### src/rtl/bingo_pkg.sv
// rtl/bingo_pkg.sv - shared cell, error and FSM encodings for the BINGO board
package bingo_pkg;

  localparam logic [1:0] EMPTY = 2'b00;
  localparam logic [1:0] PL_A  = 2'b01;
  localparam logic [1:0] PL_B  = 2'b10;

  localparam logic [1:0] ERR_NONE  = 2'b00;
  localparam logic [1:0] ERR_RANGE = 2'b01;
  localparam logic [1:0] ERR_OCC   = 2'b10;
  localparam logic [1:0] ERR_TURN  = 2'b11;

  localparam int NUM_CELLS = 9;

  typedef enum logic [1:0] {
    ST_PLAY   = 2'd0,
    ST_SETTLE = 2'd1,
    ST_DONE   = 2'd2
  } state_t;

  function automatic logic [1:0] other_player(input logic [1:0] p);
    return (p == PL_A) ? PL_B : PL_A;
  endfunction

endpackage

### src/rtl/bingo_move_check.sv
// rtl/bingo_move_check.sv - combinational move legality check and cell decode
module bingo_move_check (
  input  logic [1:0]  row,
  input  logic [1:0]  col,
  input  logic [1:0]  player,
  input  logic [1:0]  turn,
  input  logic [17:0] board,
  output logic        legal,
  output logic [1:0]  err_code,
  output logic [8:0]  cell_sel
);
  import bingo_pkg::*;

  logic       range_bad;
  logic       occupied;
  logic [3:0] idx;

  always_comb begin
    range_bad = (row == 2'd0) || (col == 2'd0);
    idx       = ({2'b00, row} - 4'd1) * 4'd3 + ({2'b00, col} - 4'd1);
    cell_sel  = range_bad ? 9'd0 : (9'd1 << idx);
    occupied  = 1'b0;
    for (int i = 0; i < NUM_CELLS; i++) begin
      if (cell_sel[i] && (board[2*i +: 2] != EMPTY)) occupied = 1'b1;
    end

    // Range beats turn beats occupancy when several faults coincide.
    legal    = 1'b0;
    err_code = ERR_NONE;
    if (range_bad)             err_code = ERR_RANGE;
    else if (player != turn)   err_code = ERR_TURN;
    else if (occupied)         err_code = ERR_OCC;
    else                       legal    = 1'b1;
  end

endmodule

### src/rtl/bingo_board_writer.sv
// rtl/bingo_board_writer.sv - validated move writer driving the 3x3 board to the scorer
module bingo_board_writer #(
  parameter int         SETTLE_CYC   = 1,
  parameter logic [1:0] FIRST_PLAYER = 2'b01
) (
  input  logic       CLK,
  input  logic       RST_N,
  input  logic       CLEAR,
  input  logic       MOVE_VALID,
  output logic       MOVE_READY,
  input  logic [1:0] MOVE_ROW,
  input  logic [1:0] MOVE_COL,
  input  logic [1:0] MOVE_PLAYER,
  output logic [1:0] IN_11,
  output logic [1:0] IN_12,
  output logic [1:0] IN_13,
  output logic [1:0] IN_21,
  output logic [1:0] IN_22,
  output logic [1:0] IN_23,
  output logic [1:0] IN_31,
  output logic [1:0] IN_32,
  output logic [1:0] IN_33,
  output logic [1:0] TURN,
  output logic [3:0] MOVE_CNT,
  output logic       FULL,
  output logic       ACK_OK,
  output logic       ACK_ERR,
  output logic [1:0] ERR_CODE
);
  import bingo_pkg::*;

  state_t      state, state_next;
  logic [2:0]  settle_cnt, settle_next;
  logic [17:0] board, board_wr;
  logic [1:0]  turn;
  logic [3:0]  move_cnt;
  logic        ack_ok, ack_err;
  logic [1:0]  err_code;

  logic        chk_legal;
  logic [1:0]  chk_err;
  logic [8:0]  cell_sel;
  logic        take, accept;

  bingo_move_check u_check (
    .row      (MOVE_ROW),
    .col      (MOVE_COL),
    .player   (MOVE_PLAYER),
    .turn     (turn),
    .board    (board),
    .legal    (chk_legal),
    .err_code (chk_err),
    .cell_sel (cell_sel)
  );

  assign MOVE_READY = (state == ST_PLAY) && !CLEAR;
  assign take       = MOVE_VALID && MOVE_READY;
  assign accept     = take && chk_legal;

  always_ff @(posedge CLK or negedge RST_N) begin
    if (!RST_N) begin
      state      <= ST_PLAY;
      settle_cnt <= 3'd0;
    end else begin
      state      <= state_next;
      settle_cnt <= settle_next;
    end
  end

  always_comb begin
    state_next  = state;
    settle_next = settle_cnt;
    if (CLEAR) begin
      state_next  = ST_PLAY;
      settle_next = 3'd0;
    end else begin
      case (state)
        ST_PLAY: begin
          if (accept) begin
            if (move_cnt == 4'd8) begin
              state_next = ST_DONE;
            end else begin
              state_next  = ST_SETTLE;
              settle_next = 3'(SETTLE_CYC);
            end
          end
        end
        // Leaving at a count of 1 keeps READY low for exactly SETTLE_CYC cycles.
        ST_SETTLE: begin
          if (settle_cnt <= 3'd1) begin
            state_next  = ST_PLAY;
            settle_next = 3'd0;
          end else begin
            settle_next = settle_cnt - 3'd1;
          end
        end
        ST_DONE:  state_next = ST_DONE;
        default:  state_next = ST_PLAY;
      endcase
    end
  end

  always_comb begin
    board_wr = board;
    for (int i = 0; i < NUM_CELLS; i++) begin
      if (cell_sel[i]) board_wr[2*i +: 2] = MOVE_PLAYER;
    end
  end

  always_ff @(posedge CLK or negedge RST_N) begin
    if (!RST_N) begin
      board    <= '0;
      turn     <= FIRST_PLAYER;
      move_cnt <= 4'd0;
      ack_ok   <= 1'b0;
      ack_err  <= 1'b0;
      err_code <= ERR_NONE;
    end else begin
      ack_ok  <= 1'b0;
      ack_err <= 1'b0;
      if (CLEAR) begin
        board    <= '0;
        turn     <= FIRST_PLAYER;
        move_cnt <= 4'd0;
        err_code <= ERR_NONE;
      end else if (take) begin
        if (chk_legal) begin
          board    <= board_wr;
          turn     <= other_player(turn);
          move_cnt <= move_cnt + 4'd1;
          ack_ok   <= 1'b1;
          err_code <= ERR_NONE;
        end else begin
          ack_err  <= 1'b1;
          err_code <= chk_err;
        end
      end
    end
  end

  assign IN_11    = board[1:0];
  assign IN_12    = board[3:2];
  assign IN_13    = board[5:4];
  assign IN_21    = board[7:6];
  assign IN_22    = board[9:8];
  assign IN_23    = board[11:10];
  assign IN_31    = board[13:12];
  assign IN_32    = board[15:14];
  assign IN_33    = board[17:16];
  assign TURN     = turn;
  assign MOVE_CNT = move_cnt;
  assign FULL     = (state == ST_DONE);
  assign ACK_OK   = ack_ok;
  assign ACK_ERR  = ack_err;
  assign ERR_CODE = err_code;

endmodule

### config.mk
export PLATFORM = sky130hd
export DESIGN_NAME = bingo_board_writer
export DESIGN_NICKNAME = d
export VERILOG_FILES = /design/src/rtl/bingo_pkg.sv /design/src/rtl/bingo_move_check.sv /design/src/rtl/bingo_board_writer.sv
export SDC_FILE = /design/constraint.sdc
export NUM_CORES = 1
export LEC_CHECK = 0
export ABC_AREA = 1
export BUFFER_PORTS_ARGS = -buffer_cell sky130_fd_sc_hd__buf_2
export CAP_MARGIN = 10
export CORE_MARGIN = 3
export CORE_UTILIZATION = 50
export CTS_CLUSTER_DIAMETER = 120
export CTS_CLUSTER_SIZE = 28
export DETAILED_ROUTE_END_ITERATION = 8
export PLACE_DENSITY = 0.72
export SLEW_MARGIN = 5
export SYNTH_ARGS = -nofsm -noshare
export SYNTH_HDL_FRONTEND = slang
export SYNTH_SLANG_ARGS = --single-unit
### constraint.sdc
create_clock -name CLK -period 2 [get_ports CLK]
set_input_delay 0.4 -clock CLK [delete_from_list [all_inputs] [get_ports CLK]]
set_output_delay 0.4 -clock CLK [all_outputs]
set_load 0.01 [all_outputs]
# Yosys cells after proc, flatten, opt, wreduce, memory -nomap -nowiden
# Index checks and enable logic that the tools add are counted.
# Widths: inputs -> output; s select.
[word_totals] latchBits=0 mem_count=0 ram_bits=0 out_inout_bits=30 romBits=0 reg_bits=33
[classes] n_eq_ne=8 muxes=54 reduce_logical=50 n_div=0 n_mul=1 addsub=5 bitwise_logic=0 n_lt_le_gt_ge=1 shifts=1
[op_table] op="$mux 18" count=3
[op_table] op="$mux 2" count=23
[op_table] op="$reduce_bool 2->1" count=20
[op_table] op="$reduce_and 3->1" count=10
[op_table] op="$mux 1" count=18
[op_table] op="$logic_and 1x1->1" count=12
[op_table] op="$mux 3" count=4
[op_table] op="$mux 4" count=3
[op_table] op="$mux 9" count=1
[op_table] op="$ne 3x3->1 const B" count=3
[op_table] op="$shl 1x4->9 const A" count=1
[op_table] op="$logic_not 2->1" count=3
[op_table] op="$pmux 2 s3" count=1
[op_table] op="$pmux 3 s2" count=1
[op_table] op="$sub 2x1->3 const B" count=2
[op_table] op="$add 4x1->4 const B" count=1
[op_table] op="$add 4x4->4" count=1
[op_table] op="$eq 2x1->1 const B" count=2
[op_table] op="$eq 4x4->1 const B" count=1
[op_table] op="$mul 4x2->4 const B" count=1
[op_table] op="$reduce_and 2->1" count=2
[op_table] op="$le 3x1->1 const B" count=1
[op_table] op="$reduce_bool 3->1" count=1
[op_table] op="$sub 3x1->3 const B" count=1
[op_table] op="4 further kinds" count=4

# Logic depth before layout (Yosys ltp)
# Gate-level depths: netlist of run 1.
[logic_depth] word_depth=22 ltp_mapped=19 ltp_nobuf=19

# Cells and area by module
# A second synthesis of run 1 with hierarchy kept.
[hier_totals] cells_unflattened=295 area_unflattened_um2=2189.6
[by_module_without_submodules] module="bingo_board_writer" cells_per_inst=202 seq_area_each_um2=827.0 area_each_um2=1634.1 instances=1
[by_module_without_submodules] module="bingo_move_check" cells_per_inst=93 seq_area_each_um2=0.0 area_each_um2=555.5 instances=1

# Worst setup path before layout of run 1
# No wires, ideal clock.
[synth_timing] path_type="input port to flip-flop" from="in MOVE_COL[0]" to="reg board[0]" t_arrival_ps=2740 setup_slack_ps=-858 path_stages=19 cell_sequence="inv_1 -> ha_1 -> xnor2_1 -> xor2_1 -> ha_1 -> fa_1 -> inv_1 -> nand2_1 -> nand3_2 -> nand2_4 -> buf_6 -> nand3_2 -> nand2_1 -> nor2_4 -> inv_1 -> nor2_4 -> nand4_1 -> nand3_1 -> nand2_1"
[synth_between] elab_chain_cells=19
[synth_rtl] element="from (decl)" line_no="bingo_board_writer.sv:12" rtl="input logic [1:0] MOVE_COL,"
[synth_rtl] element="$sub 2x1->3" line_no="bingo_move_check.sv:20" rtl="idx = ({2'b00, row} - 4'd1) * 4'd3 + ({2'b00, col} - 4'd1);"
[synth_rtl] element="$add 4x4->4" line_no="bingo_move_check.sv:20"
[synth_rtl] element="$shl 1x4->9" line_no="bingo_move_check.sv:21" rtl="cell_sel = range_bad ? 9'd0 : (9'd1 << idx);"
[synth_rtl] element="$mux 9" line_no="bingo_move_check.sv:21"
[synth_rtl] element="$logic_and 1x1->1" line_no="bingo_move_check.sv:24" rtl="if (cell_sel[i] && (board[2*i +: 2] != EMPTY)) occupied = 1'b1;"
[synth_rtl] element="$mux 1 (9 in series)" line_no="bingo_move_check.sv:24"
[synth_rtl] element="$mux 1" line_no="bingo_move_check.sv:32" rtl="else if (occupied) err_code = ERR_OCC;"
[synth_rtl] element="$mux 1" line_no="bingo_move_check.sv:31" rtl="else if (player != turn) err_code = ERR_TURN;"
[synth_rtl] element="$mux 1" line_no="bingo_move_check.sv:30" rtl="if (range_bad) err_code = ERR_RANGE;"
[synth_rtl] element="$reduce_bool 2->1 (no line)"
[synth_rtl] element="$reduce_and 3->1 (no line) *"
[synth_rtl] element="to (signal assigned)" line_no="bingo_board_writer.sv:128" rtl="board <= board_wr;"
[synth_rtl] element="to (decl)" line_no="bingo_board_writer.sv:34" rtl="logic [17:0] board, board_wr;"
# Mark *: on every way between the ends. The rest lies on a longest branch, timed or not.
# A chain may end at the register's enable or synchronous reset.

# Worst setup path in the final report of run 1
[layout_timing] from="in MOVE_COL[0]" to="reg board[11]"
# Same word-level chain as after synthesis.

==> key figures, run 1 <==
Clock network
  – Worst skew pair latency: 0.30 ns
  – CTS max path bufs: 2
  – CTS tree: yes
  – Clock tree sinks: 33
  – Clk slew on worst S/H paths: 0.08 ns
  – # H-tree levels: 2
  – Cts bufs inserted: 5
  – Root buffer cell: clkbuf_8

Synthesis
  – Syn_nets: 316
  – Share of the yosys chip area belonging to registers: 36.7%
  – Yosys warns: 0
  – Main combinational cell family by area after synthesis: simple AND/OR/NAND/NOR gates
  – Synth Area in Compound Gates: 2.83%
  – Register bit total from synthesis: 33
  – Post-synthesis simple-gate area fraction: 41.3%
  – Share of the synthesized area in the top cell type: 35.6%
  – Mapped Avg Cell Area: 7.63 µm²
  – Adder-Cell Fraction of Synth Area: 6.44%
  – Post-synthesis mux area share: 0%
  – Synth unique cells: 30
  – Mapped cell area: 2250 µm²
  – Syn Inst Count: 295
  – Synth area leaders: dfrtp_1, nand2_1, nand3_1
  – Area leader, netlist: dfrtp_1
  – Post-synthesis xor/xnor area fraction: 2.33%

Placed design
  – Port Buffers: 39
  – DP HPWL: 3.82 mm
  – Inst Count DP: 402
  – Pre-CTS setup slack: -1.19 ns
  – GPL Wtd Cong: 0.894
  – Placed instance area: 2710 µm²

Pwr
  – Static leakage: 1.68 nW
  – Peak supply drop: 0.000471 V
  – Cell area power density: 548 nW/µm²
  – Final Power: 1.65 mW

Floorplan
  – Starting Density: 54.0%
  – Die Y: 73.1 µm
  – I/O Pins: 40
  – Core area: 4170 µm²
  – Die X: 73.1 µm
  – Die ar.: 5350 µm²
  – Num rows: 23

Drt
  – DRT iter0 DRCs: 93
  – DR WL/cell: 13.2 µm
  – Residual DRC count: 0
  – Vias: 2173
  – First-pass iteration count of the detailed router: 5
  – Routed WL: 5.55 mm
  – Routed Antenna Nets: 0
  – Vias per cell: 5.17

Critical path
  – Worst flop-to-flop path startpoint: TURN[0]
  – Critical Path RT: 2.23 ns
  – Critical Path End Type: flop
  – Worst EP arrival: 2.91 ns
  – CP Class: in2reg
  – Critical path fanouts, max: 5
  – Crit path launch: MOVE_COL[0]
  – FF-to-FF path depth: 10
  – FF-to-FF setup slack: 0.09 ns
  – Critical path launch point type: input port
  – RR Endpoint: board[11]

Run
  – Max_cap viols: 0

Timing
  – Max-slew headroom: 51.2%
  – Worst-Margin Slew: 0.732 ns
  – Final setup margin: -0.682 ns
  – # setup viols final: 32
  – RSZ-0062 raised after global routing: yes
  – Post-route minimum period: 2.68 ns
  – Final count of hold timing violations: 0
  – Peak Freq: 0.373 GHz
  – Fin crit share: 134%
  – Slew Limit Fails: 0
  – Clock Skew: 0.0104 ns

Layout
  – Fin nets: 390
  – Layout Cells excl Fill: 420
  – Area growth syn-to-layout: 33.6%
  – Final Util: 72.1%
  – # diodes: 0
  – Design area: 3010 µm²
  – Layout cell share with drive strength beyond 1: 39.5%

Worst hold path
  – Worst hold-check path type: in2async

Global route
  – Grt total ovfl: 0
  – Global-route wire length before repair: 9.70 mm
  – Largest net degree at the start of global routing: 34
  – Antenna violations before repair: 0
  – Number of global-route vias before repair: 2172
  – Total GRT Usage: 23.3%

Run status
  – Failing checks: setup timing
  – Status: finished, violations left
==> Yosys cell counts <==
| library cell | count |
|---|---|
| buf_1 | 2 |
| buf_12 | 1 |
| buf_2 | 2 |
| buf_6 | 1 |
| clkbuf_1 | 1 |
| dfrtp_1 | 32 |
| dfstp_2 | 1 |
| fa_1 | 1 |
| ha_1 | 10 |
| inv_1 | 45 |
| inv_2 | 3 |
| nand2_1 | 74 |
| nand2_2 | 3 |
| nand2_4 | 1 |
| nand3_1 | 36 |
| nand3_2 | 4 |
| nand4_1 | 13 |
| nand4_4 | 1 |
| nor2_1 | 18 |
| nor2_2 | 7 |
| nor2_4 | 11 |
| nor3_1 | 3 |
| o21a_1 | 1 |
| o21ai_0 | 7 |
| o21bai_1 | 1 |
| o22ai_1 | 1 |
| o31ai_1 | 1 |
| or2_2 | 8 |
| xnor2_1 | 1 |
| xor2_1 | 5 |
==> cells by family (layout without fill, tap and decap cells) <==
| logic type | count (synthesis) | after routing |
|---|---|---|
| AND/OR/NAND/NOR | 179 | 180 |
| XOR/XNOR | 6 | 6 |
| flip-flops | 33 | 33 |
| buffers and inverters | 55 | 129 |
| AO/OA/AOI/OAI | 11 | 11 |
| adder cells (fa/ha/maj) | 11 | 11 |
==> registers in the layout (all words and copies together) (netlist names) <==
register and count:
ERR_CODE 2, board 18, ACK_ERR 1, settle_cnt 3
state 2, MOVE_CNT 4, ACK_OK 1, TURN 2
==> routing by layer <==
metal	part of all wire [%]	GRT usage [%]
met1	46	31.0
met2	48	36.7
met3	5.1	5.65
met4	1.8	8.81
met5	0	0
==> critical path, cell delays in order <==
cell       delay, ns
buf_8           0.10
inv_6           0.05
ha_4            0.20
xnor2_2         0.13
xor2_1          0.14
ha_2            0.18
fa_2            0.52
inv_2           0.05
nand2_4         0.10
nor2_4          0.04
inv_2           0.08
nor2_4          0.05
nand2_2         0.08
nand2_2         0.07
nor2_4          0.13
nand4_4         0.16
clkbuf_16       0.23
nor2_4          0.08
nand2_1         0.06
nand2_1         0.07
==> power by group <==
part	switching, mW	internal (mW)
Combinational	0.258	0.189
Clock	0.275	0.240
Sequential	0.00807	0.680
Total	0.541	1.11
==> worst max path at each step <==
| stage | end | slack, ns | depth (start not counted) |
|---|---|---|---|
| CTS | board[16] | -0.69 | 18 |
| finish | board[11] | -0.68 | 20 |
| floorplan | board[14] | -0.76 | 19 |
| global route | board[14] | -0.84 | 20 |
| detailed placement | MOVE_CNT[1] | -1.19 | 16 |
| global placement | board[16] | -1.14 | 18 |
==> through the flow <==
stage / TNS (ns) / hold slack (ns)
final: -20.23 / 0.155
after CTS: -20.78 / 0.174
after floorplan: -22.56 / 0.104
after global routing: -25.02 / 0.208
after global placement: -35.00 / 0.483
after detailed placement: -35.96 / 0.486
==> cells in the final DEF, fill, tap and decap left out, drive strengths merged <==
master and n:
dfstp 1, or2 8, xnor2 1, fa 1
nor2 37, o22ai 1, o31ai 1, buf 72
o21bai 1, ha 10, nand2 78, clkinvlp 1
clkinv 2, xor2 5, nand4 14, nand3 40
o21ai 7, clkbuf 6, o21a 1, nor3 3
dfrtp 32, inv 48
==> repair_timing <==
action	4_1_cts	5_1_grt
endpoints found under the setup margin	32	32
gates resized for setup	22	13
hold buffers	0	0
pin swaps	32	18
gates cloned	2	0
setup buffers	8	1
==> cell type report <==
cell class,count,area [µm²]
Inverter,48,198
Fill cell,330,1160
Clock buffer,5,68.8
Timing Repair Buffer,73,508
Tap cell,50,62.6
Clock inverter,3,17.5
Multi-Input combinational cell,208,1330
Sequential cell,33,827
(Power assumes the default switching activity.)
==> run 2, diff against run 1 <==
Settings changed: CORE_UTILIZATION 50 to 56, PLACE_DENSITY 0.72 to 0.79.
==> key figures, run 2 (synthesis gave the netlist of run 1 again) <==
Layout
  – Reg with most FFs: board
  – Layout cell share with drive strength beyond 1: 41.5% (+2.0 points)
  – Area growth syn-to-layout: 36.3%
  – Commonest non-fill, non-tap cell in the layout: nand2_1
  – Largest register FFs: 18 (unchanged)
  – Fin nets: 396 (+1.5%)
  – Commonest non-fill, non-tap cells in the layout: nand2_1, inv_1, buf_2
  – # diodes: 0 (unchanged)
  – Final Util: 81.4% (+9.3 points)

Critical path
  – CP Class: in2reg
  – Critical Path End Type: flop
  – Critical path's slowest cell: fa_2
  – Top cell by count, worst path: nand2_4
  – Slowest stage delay, CP: 0.45 ns (-0.07 ns)
  – Worst EP arrival: 2.99 ns (+0.08 ns)
  – CP Cell Sequence: buf_8 > inv_12 > ha_4 > xnor2_2 > xor2_1 > ha_2 > fa_2 > inv_4 > nand2_4 > nor2_4 > inv_2 > nor2_4 > nand2_4 > nand2_4 > nor2_4 > nand4_4 > buf_4 > nand2_4 > o21ai_0
  – Critical path launch point type: input port
  – Critical path fanouts, max: 6 (+1)
  – Critical Path RT: 2.20 ns (-0.03 ns)

Clock network
  – CTS max path bufs: 2 (unchanged)
  – Cts bufs inserted: 5 (unchanged)
  – Clock tree sinks: 33 (unchanged)
  – # hold bufs at CTS: 0 (unchanged)
  – Clk slew on worst S/H paths: 0.08 ns (about the same)
  – # H-tree levels: 2 (unchanged)
  – Worst skew pair latency: 0.30 ns (about the same)
  – CTS tree: yes
  – Root buffer cell: clkbuf_8

Run status
  – Failing checks: setup timing
  – Status: finished, violations left

Drt
  – DRT iter0 DRCs: 212 (+130%)
  – Routed Antenna Nets: 0 (unchanged)
  – Residual DRC count: 0 (unchanged)
  – Vias per cell: 5.36 (+3.6%)
  – DR WL/cell: 15.0 µm (+13%)
  – First-pass iteration count of the detailed router: 4 (-1)
  – Routed WL: 6.34 mm (+14%)
  – Vias: 2272 (+4.6%)

Timing
  – Peak Freq: 0.358 GHz (-4.1%)
  – RSZ-0062 raised after global routing: yes
  – Fin crit share: 140% (+5.7 points)
  – Max-slew headroom: 51.3% (+0.075 points)
  – Clock Skew: 0.0108 ns (+0.000438 ns)
  – Worst-Margin Slew: 0.731 ns (-0.00112 ns)
  – # setup viols final: 32 (unchanged)
  – Final count of hold timing violations: 0 (unchanged)
  – Final setup margin: -0.796 ns (-0.114 ns)
  – Slew Limit Fails: 0 (unchanged)
  – Post-route minimum period: 2.80 ns (+0.114 ns)

Floorplan
  – Core area: 3770 µm² (-9.6%)
  – Num rows: 22 (-4.3%)
  – I/O Pins: 40 (unchanged)
  – Die X: 69.4 µm (-5.1%)
  – Die ar.: 4820 µm² (-9.9%)
  – Starting Density: 59.7% (+5.7 points)
  – Die Y: 69.4 µm (-5.1%)

Pwr
  – Cell area power density: 549 nW/µm² (about the same)
  – Peak supply drop: 0.000537 V (+14%)
  – Final Power: 1.68 mW (+2.1%)
  – Static leakage: 1.72 nW (+1.9%)

Global route
  – Global-route wire length before repair: 9.85 mm (+1.5%)
  – Antenna violations before repair: 0 (unchanged)
  – Grt total ovfl: 0 (unchanged)
  – Number of global-route vias before repair: 2140 (-1.5%)
  – Largest net degree at the start of global routing: 34 (unchanged)
  – Total GRT Usage: 25.2% (+1.8 points)

Placed design
  – GPL Wtd Cong: 0.930 (+4.0%)
  – DP HPWL: 3.99 mm (+4.4%)
  – Port Buffers: 39 (unchanged)
  – Pre-CTS setup slack: -1.12 ns (+0.0611 ns)

Worst hold path
  – Worst hold-check path type: in2async

Run
  – Max_cap viols: 0 (unchanged)
==> run 2: changes by cell type in the layout (fill, tap and decap cells not counted), moves of 2 or more <==
cell	change
buf_4	+5
buf_6	+4
nand2_4	+4
nor2_2	+4
nand2_2	-3
nor2_1	-3
inv_2	-2
inv_4	+2
o21ai_0	+2
==> run 2: final cells by class <==
cell class | count | area, µm²
clock buffer | 5 | 68.8
multi-input combinational | 208 | 1360
timing repair buffer | 79 | 531
fill | 251 | 702
clock inverter | 3 | 17.5
sequential | 33 | 827
inverter | 48 | 203
tap | 48 | 60.1
==> run 2: power by group <==
group	internal (mW)	leakage, nW	switching, mW
clock network	0.240	0.0439	0.267
registers	0.680	0.453	0.00863
logic	0.196	1.22	0.293
==> run 2: per-stage QoR <==
stage               cells  setup TNS [ns]  hold slack [ns]  instance area [µm²]
CTS                   420          -19.80            0.191                 2940
global route          424          -25.70            0.203                 3070
floorplan             295          -22.56            0.104                 2300
global placement      407          -34.26            0.484                 2740
finish                424          -21.91            0.151                 3070
detailed placement    407          -34.61            0.485                 2740
==> run 2: what timing repair did <==
| item | CTS | global route |
|---|---|---|
| cloned | 1 | 0 |
| endpoints found under the setup margin | 32 | 32 |
| gates resized for setup | 18 | 25 |
| pin swaps | 16 | 9 |
| buffers inserted | 4 | 4 |
==> run 2: layer usage <==
layer	routed length [µm]	GRT usage (%)	vias up	share of wire, %
met5	0	0	-	0
met4	152	8.24	0	2.4
met3	432	5.36	19	6.8
met2	3140	39.7	87	50
met1	2620	34.5	1073	41
li1	-	-	1093	-
==> run 2: final timing paths <==
check / from / to / slack (ns) / cells past startpoint
min: RST_N / settle_cnt[1] / 0.15 / 1
max: MOVE_COL[1] / MOVE_CNT[2] / -0.80 / 19
max reg2reg: TURN[0] / MOVE_CNT[2] / 0.10 / 9
min reg2reg: settle_cnt[1] / settle_cnt[1] / 0.50 / 2
min in group CLK: MOVE_VALID / ERR_CODE[0] / 0.46 / 4
max in group asynchronous: RST_N / board[4] / 1.36 / 1
==> run 2: critical path: cells and delay by family <==
family | cells | cell delay [ns]
XOR/XNOR | 2 | 0.33
buffers and inverters | 5 | 0.43
AND/OR/NAND/NOR | 8 | 0.70
adder cells (fa/ha/maj) | 3 | 0.88
AO/OA/AOI/OAI | 1 | 0.23
